File: config.mk
export PLATFORM = sky130hd
export DESIGN_NAME = adc_sampler_flat
export DESIGN_NICKNAME = d
export VERILOG_FILES = /design/src/rtl/adc_sampler_if.sv /design/src/rtl/adc_sampler.sv /design/src/flat_wrapper.sv
export SDC_FILE = /design/constraint.sdc
export NUM_CORES = 1
export LEC_CHECK = 0
export ABC_AREA = 1
export BUFFER_PORTS_ARGS = -buffer_cell sky130_fd_sc_hd__buf_2
export CELL_PAD_IN_SITES_DETAIL_PLACEMENT = 1
export CELL_PAD_IN_SITES_GLOBAL_PLACEMENT = 1
export CORE_ASPECT_RATIO = 0.75
export CORE_MARGIN = 2
export CORE_UTILIZATION = 46
export CTS_BUF_LIST = sky130_fd_sc_hd__clkbuf_16
export CTS_CLUSTER_DIAMETER = 80
export DETAILED_ROUTE_END_ITERATION = 7
export PLACE_DENSITY = 0.92
export SYNTH_ARGS = -nofsm -noshare
export SYNTH_HDL_FRONTEND = slang
export SYNTH_SLANG_ARGS = --single-unit
File: constraint.sdc
create_clock -name clk -period 3.2 [get_ports clk]
set_clock_uncertainty 0.15 [all_clocks]
set_input_delay 0.64 -clock clk [delete_from_list [all_inputs] [get_ports clk]]
set_output_delay 0.64 -clock clk [all_outputs]
set_load 0.005 [all_outputs]
File: src/rtl/adc_sampler_if.sv
// Bundle between adc_sampler and its environment: the SPI pins toward the ADC
// plus the sample output that feeds the filter stage's signalIn.
interface adc_sampler_if;
   logic       enable;
   logic       miso;
   logic       sclk;
   logic       cs_n;
   logic       mosi;
   logic [7:0] sample;
   logic       sample_valid;
   logic       busy;
   logic [1:0] state;

   // sample_valid is a one-cycle strobe with no backpressure (no ready): the
   // consumer must take sample that cycle; sample then holds until the next strobe.
   modport master (
      input  enable, miso,
      output sclk, cs_n, mosi, sample, sample_valid, busy, state
   );

   modport slave (
      output enable, miso,
      input  sclk, cs_n, mosi, sample, sample_valid, busy, state
   );
endinterface

File: src/rtl/adc_sampler.sv
// Periodic MCP3008-style SPI conversion; delivers code[9:2] with a one-cycle
// valid strobe. The conversion period is fixed, so it defines the filter sample rate.
module adc_sampler #(
   parameter int         CLK_DIV       = 4,
   parameter int         SAMPLE_PERIOD = 1000,
   parameter logic [2:0] CHANNEL       = 3'd0
) (
   input  logic          clk,
   input  logic          reset,
   adc_sampler_if.master bus
);

   localparam int CW = (CLK_DIV > 1) ? $clog2(CLK_DIV) : 1;
   localparam int PW = (SAMPLE_PERIOD > 1) ? $clog2(SAMPLE_PERIOD) : 1;

   typedef enum logic [1:0] {IDLE, SETUP, SHIFT, DONE} state_t;

   state_t        state;
   logic [PW-1:0] pcnt;
   logic          tick;
   logic [CW-1:0] cnt;
   logic          last;
   logic [3:0]    k;
   logic          high;
   logic [9:0]    shreg;
   logic          cs_n_q;
   logic          sclk_q;
   logic          mosi_q;
   logic [7:0]    sample_q;
   logic          valid_q;
   logic          busy_q;

   assign tick = bus.enable && (pcnt == PW'(SAMPLE_PERIOD - 1));
   assign last = (cnt == CW'(CLK_DIV - 1));

   // Command frame: start, single-ended, channel MSB first, then zeros.
   function automatic logic cmd_bit(input logic [4:0] idx);
      case (idx)
         5'd0, 5'd1: cmd_bit = 1'b1;
         5'd2:       cmd_bit = CHANNEL[2];
         5'd3:       cmd_bit = CHANNEL[1];
         5'd4:       cmd_bit = CHANNEL[0];
         default:    cmd_bit = 1'b0;
      endcase
   endfunction

   always_ff @(posedge clk) begin
      if (reset || !bus.enable) begin
         pcnt <= '0;
      end else if (tick) begin
         pcnt <= '0;
      end else begin
         pcnt <= pcnt + PW'(1);
      end
   end

   always_ff @(posedge clk) begin
      if (reset) begin
         state    <= IDLE;
         cnt      <= '0;
         k        <= '0;
         high     <= 1'b0;
         shreg    <= '0;
         cs_n_q   <= 1'b1;
         sclk_q   <= 1'b0;
         mosi_q   <= 1'b0;
         sample_q <= '0;
         valid_q  <= 1'b0;
         busy_q   <= 1'b0;
      end else begin
         valid_q <= 1'b0;
         case (state)
            IDLE: begin
               if (tick) begin
                  state  <= SETUP;
                  cnt    <= '0;
                  cs_n_q <= 1'b0;
                  busy_q <= 1'b1;
                  mosi_q <= cmd_bit(5'd0);
               end
            end
            SETUP: begin
               if (last) begin
                  state  <= SHIFT;
                  cnt    <= '0;
                  k      <= '0;
                  high   <= 1'b1;
                  sclk_q <= 1'b1;
               end else begin
                  cnt <= cnt + CW'(1);
               end
            end
            SHIFT: begin
               if (!last) begin
                  cnt <= cnt + CW'(1);
               end else begin
                  cnt <= '0;
                  if (high) begin
                     // End of the high phase: take miso, drop SCLK, present next command bit.
                     shreg  <= {shreg[8:0], bus.miso};
                     high   <= 1'b0;
                     sclk_q <= 1'b0;
                     mosi_q <= cmd_bit({1'b0, k} + 5'd1);
                  end else if (k == 4'd15) begin
                     state    <= DONE;
                     cs_n_q   <= 1'b1;
                     busy_q   <= 1'b0;
                     mosi_q   <= 1'b0;
                     sample_q <= shreg[9:2];
                     valid_q  <= 1'b1;
                  end else begin
                     k      <= k + 4'd1;
                     high   <= 1'b1;
                     sclk_q <= 1'b1;
                  end
               end
            end
            DONE: begin
               state <= IDLE;
            end
            default: begin
               state <= IDLE;
            end
         endcase
      end
   end

   assign bus.cs_n         = cs_n_q;
   assign bus.sclk         = sclk_q;
   assign bus.mosi         = mosi_q;
   assign bus.sample       = sample_q;
   assign bus.sample_valid = valid_q;
   assign bus.busy         = busy_q;
   assign bus.state        = state;

endmodule

File: src/flat_wrapper.sv
// flat-port wrapper written by rule: the top's interface ports become plain ports
module adc_sampler_flat 
#(
   parameter int         CLK_DIV       = 4,
   parameter int         SAMPLE_PERIOD = 1000,
   parameter logic [2:0] CHANNEL       = 3'd0
)
  (clk, reset, bus_enable, bus_miso, bus_sclk, bus_cs_n, bus_mosi, bus_sample, bus_sample_valid, bus_busy, bus_state);
  adc_sampler_if bus_i ();
  input  logic clk;
  input  logic reset;
  input wire logic [$bits(bus_i.enable)-1:0] bus_enable;
  input wire logic [$bits(bus_i.miso)-1:0] bus_miso;
  output wire logic [$bits(bus_i.sclk)-1:0] bus_sclk;
  output wire logic [$bits(bus_i.cs_n)-1:0] bus_cs_n;
  output wire logic [$bits(bus_i.mosi)-1:0] bus_mosi;
  output wire logic [$bits(bus_i.sample)-1:0] bus_sample;
  output wire logic [$bits(bus_i.sample_valid)-1:0] bus_sample_valid;
  output wire logic [$bits(bus_i.busy)-1:0] bus_busy;
  output wire logic [$bits(bus_i.state)-1:0] bus_state;
  assign bus_i.enable = bus_enable;
  assign bus_i.miso = bus_miso;
  assign bus_sclk = bus_i.sclk;
  assign bus_cs_n = bus_i.cs_n;
  assign bus_mosi = bus_i.mosi;
  assign bus_sample = bus_i.sample;
  assign bus_sample_valid = bus_i.sample_valid;
  assign bus_busy = bus_i.busy;
  assign bus_state = bus_i.state;
  adc_sampler #(.CLK_DIV(CLK_DIV), .SAMPLE_PERIOD(SAMPLE_PERIOD), .CHANNEL(CHANNEL)) u_core (.clk(clk), .reset(reset), .bus(bus_i));
endmodule
==> impl_results.md <==
- Outcome: complete, no violations
- Cts hold-fix bufs: 0
- Slew Limit Headroom: 62.5%
- Initial DRC count: 110
- Maximum vdd ir drop: 0.377 mV
- Clk root buf: clkbuf_16
- # setup viols final: 0
- Clock latency on the worst-skew pair: 0.28 ns
- Commonest non-fill, non-tap cell in the layout: nand2_1
- Seq/Total Area, Yosys: 42.9%
- Static leakage: 0.920 nW
- RSZ-0062 raised after global routing: no
- Proportion of layout cells with a drive suffix above 1: 15.3%
- Hold WS: 0.306 ns
- F_max: 0.438 GHz
- Boundary pin count: 19
- # diodes: 0
- Cell variety after synth: 29
- GPL Wtd Cong: 0.831
- Hold Crit Class: register to register
- Max Slew Vio Count: 0
- Die ar.: 4800 um^2
- Post-route minimum period: 2.29 ns
- Die width: 79.3 um
- Postcts setup bufs: 0
- Global-route wire length before repair: 7.65 mm
- Longest Clk Path Bufs: 2
- Port Buffer Count: 18
- Global-route usage over all layers: 21.2%
- Cell taking the most area after synthesis: dfxtp_1
- Crit Path Class: register to register
- Most frequent cells in the layout: nand2_1 (49), dfxtp_1 (42), inv_1 (33)
- TritonCTS Sinks: 42
- Total power: 1.03 mW
- Critical Path Source Type: register
- CTS tree: yes
- PwrDens: 466 nW/um^2
- HPWL after detailed placement: 3.14 mm
- Top cells by area, synth: dfxtp_1 (43%), nand2_1 (9.4%), a21oi_1 (6.9%)
- DP Cell Count: 328
- Slowest-stage cell, CP: ha_1
- Starting Density: 48.0%
- Non-filler cells, final: 336
- Mean routed wirelength per cell: 14.1 um
- Vias after detailed routing: 1,760
- Critical Path RT: 3.20 ns
- Flip-flop and latch area: 841 um^2
- Synth Cell Area: 1960 um^2
- Area Overhead vs Synth: 12.7%
- Gates resized, CTS repair: 0
- Element type at the critical path end: register
- Largest net degree at the start of global routing: 20
- Ys Warns: 0
- Final TNS setup: 0 ns
- CTS clk-pin slew, worst paths: 0.06 ns
- Cells after Synth: 261
- Detailed Routing Iterations Pass 1: 4
- Vias in the first global route: 1,641
- Max incr delay on CP: 0.48 ns
- Syn_nets: 274
- Max-Cap Viols: 0
- CP arrival: 2.28 ns
- CP top delay family: adder cells
- Grt total ovfl: 0
- CTS Buf Count: 5
- Area of the multi-input gates: 933 um^2
- Worst slew pin tran: 0.560 ns
- Initial antenna violation count: 0
- DRC violations left: 0
- Core Rows: 20
- H-tree depth: 2
- Core Region: 4080 um^2
- Period utilisation layout: 71.4%
- Die height: 60.5 um
- DRT antenna net count: 0
- Max FO, Critical Path: 14
- WL final: 4.75 mm
- #FFs+latches synth: 42
- Syn Area/Cell: 7.50 um^2
- Final net count: 293
- CP Cell Sequence: inv_1, ha_1, nand2_2, inv_2, nand2_1, o21ai_0, a21oi_1
- Fillers: 538
- Bufs and invs on worst path: 2
- Via density: 5.24
- Share of the synthesized area in the top cell type: 42.9%
- Hold Violations, Final: 0
## cell usage after synthesis
cell,n
buf_4,3
nor3_2,1
a21oi_1,27
dfxtp_1,42
nand3_2,4
buf_6,1
nand4_1,4
o21ai_1,4
ha_1,9
o21ai_2,2
or2_2,1
nor2_4,1
inv_1,32
o21ai_0,12
nand3_1,19
nor3b_1,2
inv_2,2
nor2_1,32
nor2_2,1
clkinv_1,1
nor3_1,2
a21oi_2,3
nand2_1,49
and3_1,1
buf_8,1
xnor2_1,1
clkbuf_1,1
nand2_2,2
nand2_4,1
## cell type report
type	instances	area share, %
clock buffer	5	5.67
clock inverter	3	0.794
inverter	35	5.95
multi-input combinational	178	42.3
sequential	42	38.1
tap	55	3.12
timing repair buffer	18	4.08
## registers in the layout, summed over array words and instances, names as in the netlist, 2 cells and up
name	count
u_core.k	4
u_core.pcnt	10
u_core.bus.sample	8
u_core.bus.state	2
u_core.shreg	10
u_core.cnt	2
## layer usage
layer  wire, um  global-route usage, %  vias up
met4         63                   7.39        0
met2       2250                   36.8       28
met3        182                   5.36        5
met5          0                      0        -
li1           -                      -      880
met1       2250                   26.2      847
## through the flow
stage	worst slack (ns)	util, %	area (um^2)
2_1_floorplan	1.57	-	1960
3_3_place_gp	1.05	50.6	2060
4_1_cts	0.932	54.1	2210
5_1_grt	0.749	54.1	2210
6_report	0.914	54.1	2210
3_5_place_dp	1.01	50.6	2060
## worst paths after layout
path,endpoint,cells after the start,slack [ns],from
worst max-delay path,u_core.shreg[6],7,0.91,u_core.bus.state[0]
worst min-delay path,u_core.bus.cs_n,2,0.31,u_core.bus.cs_n
worst max register to register,u_core.shreg[6],7,0.91,u_core.bus.state[0]
worst min register to register,u_core.bus.cs_n,2,0.31,u_core.bus.cs_n
## kinds of logic after synthesis
kind of cell,synth area share [%]
buf+inv,9.39
simple gates,28.2
xor+xnor,0.447
flops,42.9
compound gates,13.2
fa+ha+maj,5.75
## worst register-to-register path, delay by kind of cell (launching register included)
family	cells	cell delay (ns)
AOI/OAI and AO/OA	2	0.45
adders and majority gates	1	0.49
and+or+nand+nor	2	0.46
buffers and inverters	2	0.26
DFF	1	0.35
## report_power, final
group          switching (mW)  internal [mW]  total [mW]
clock network           0.201          0.286       0.486
registers            0.000977          0.524       0.525
logic                  0.0122        0.00407      0.0163
Note: power is estimated with default switching activity, not from simulation.
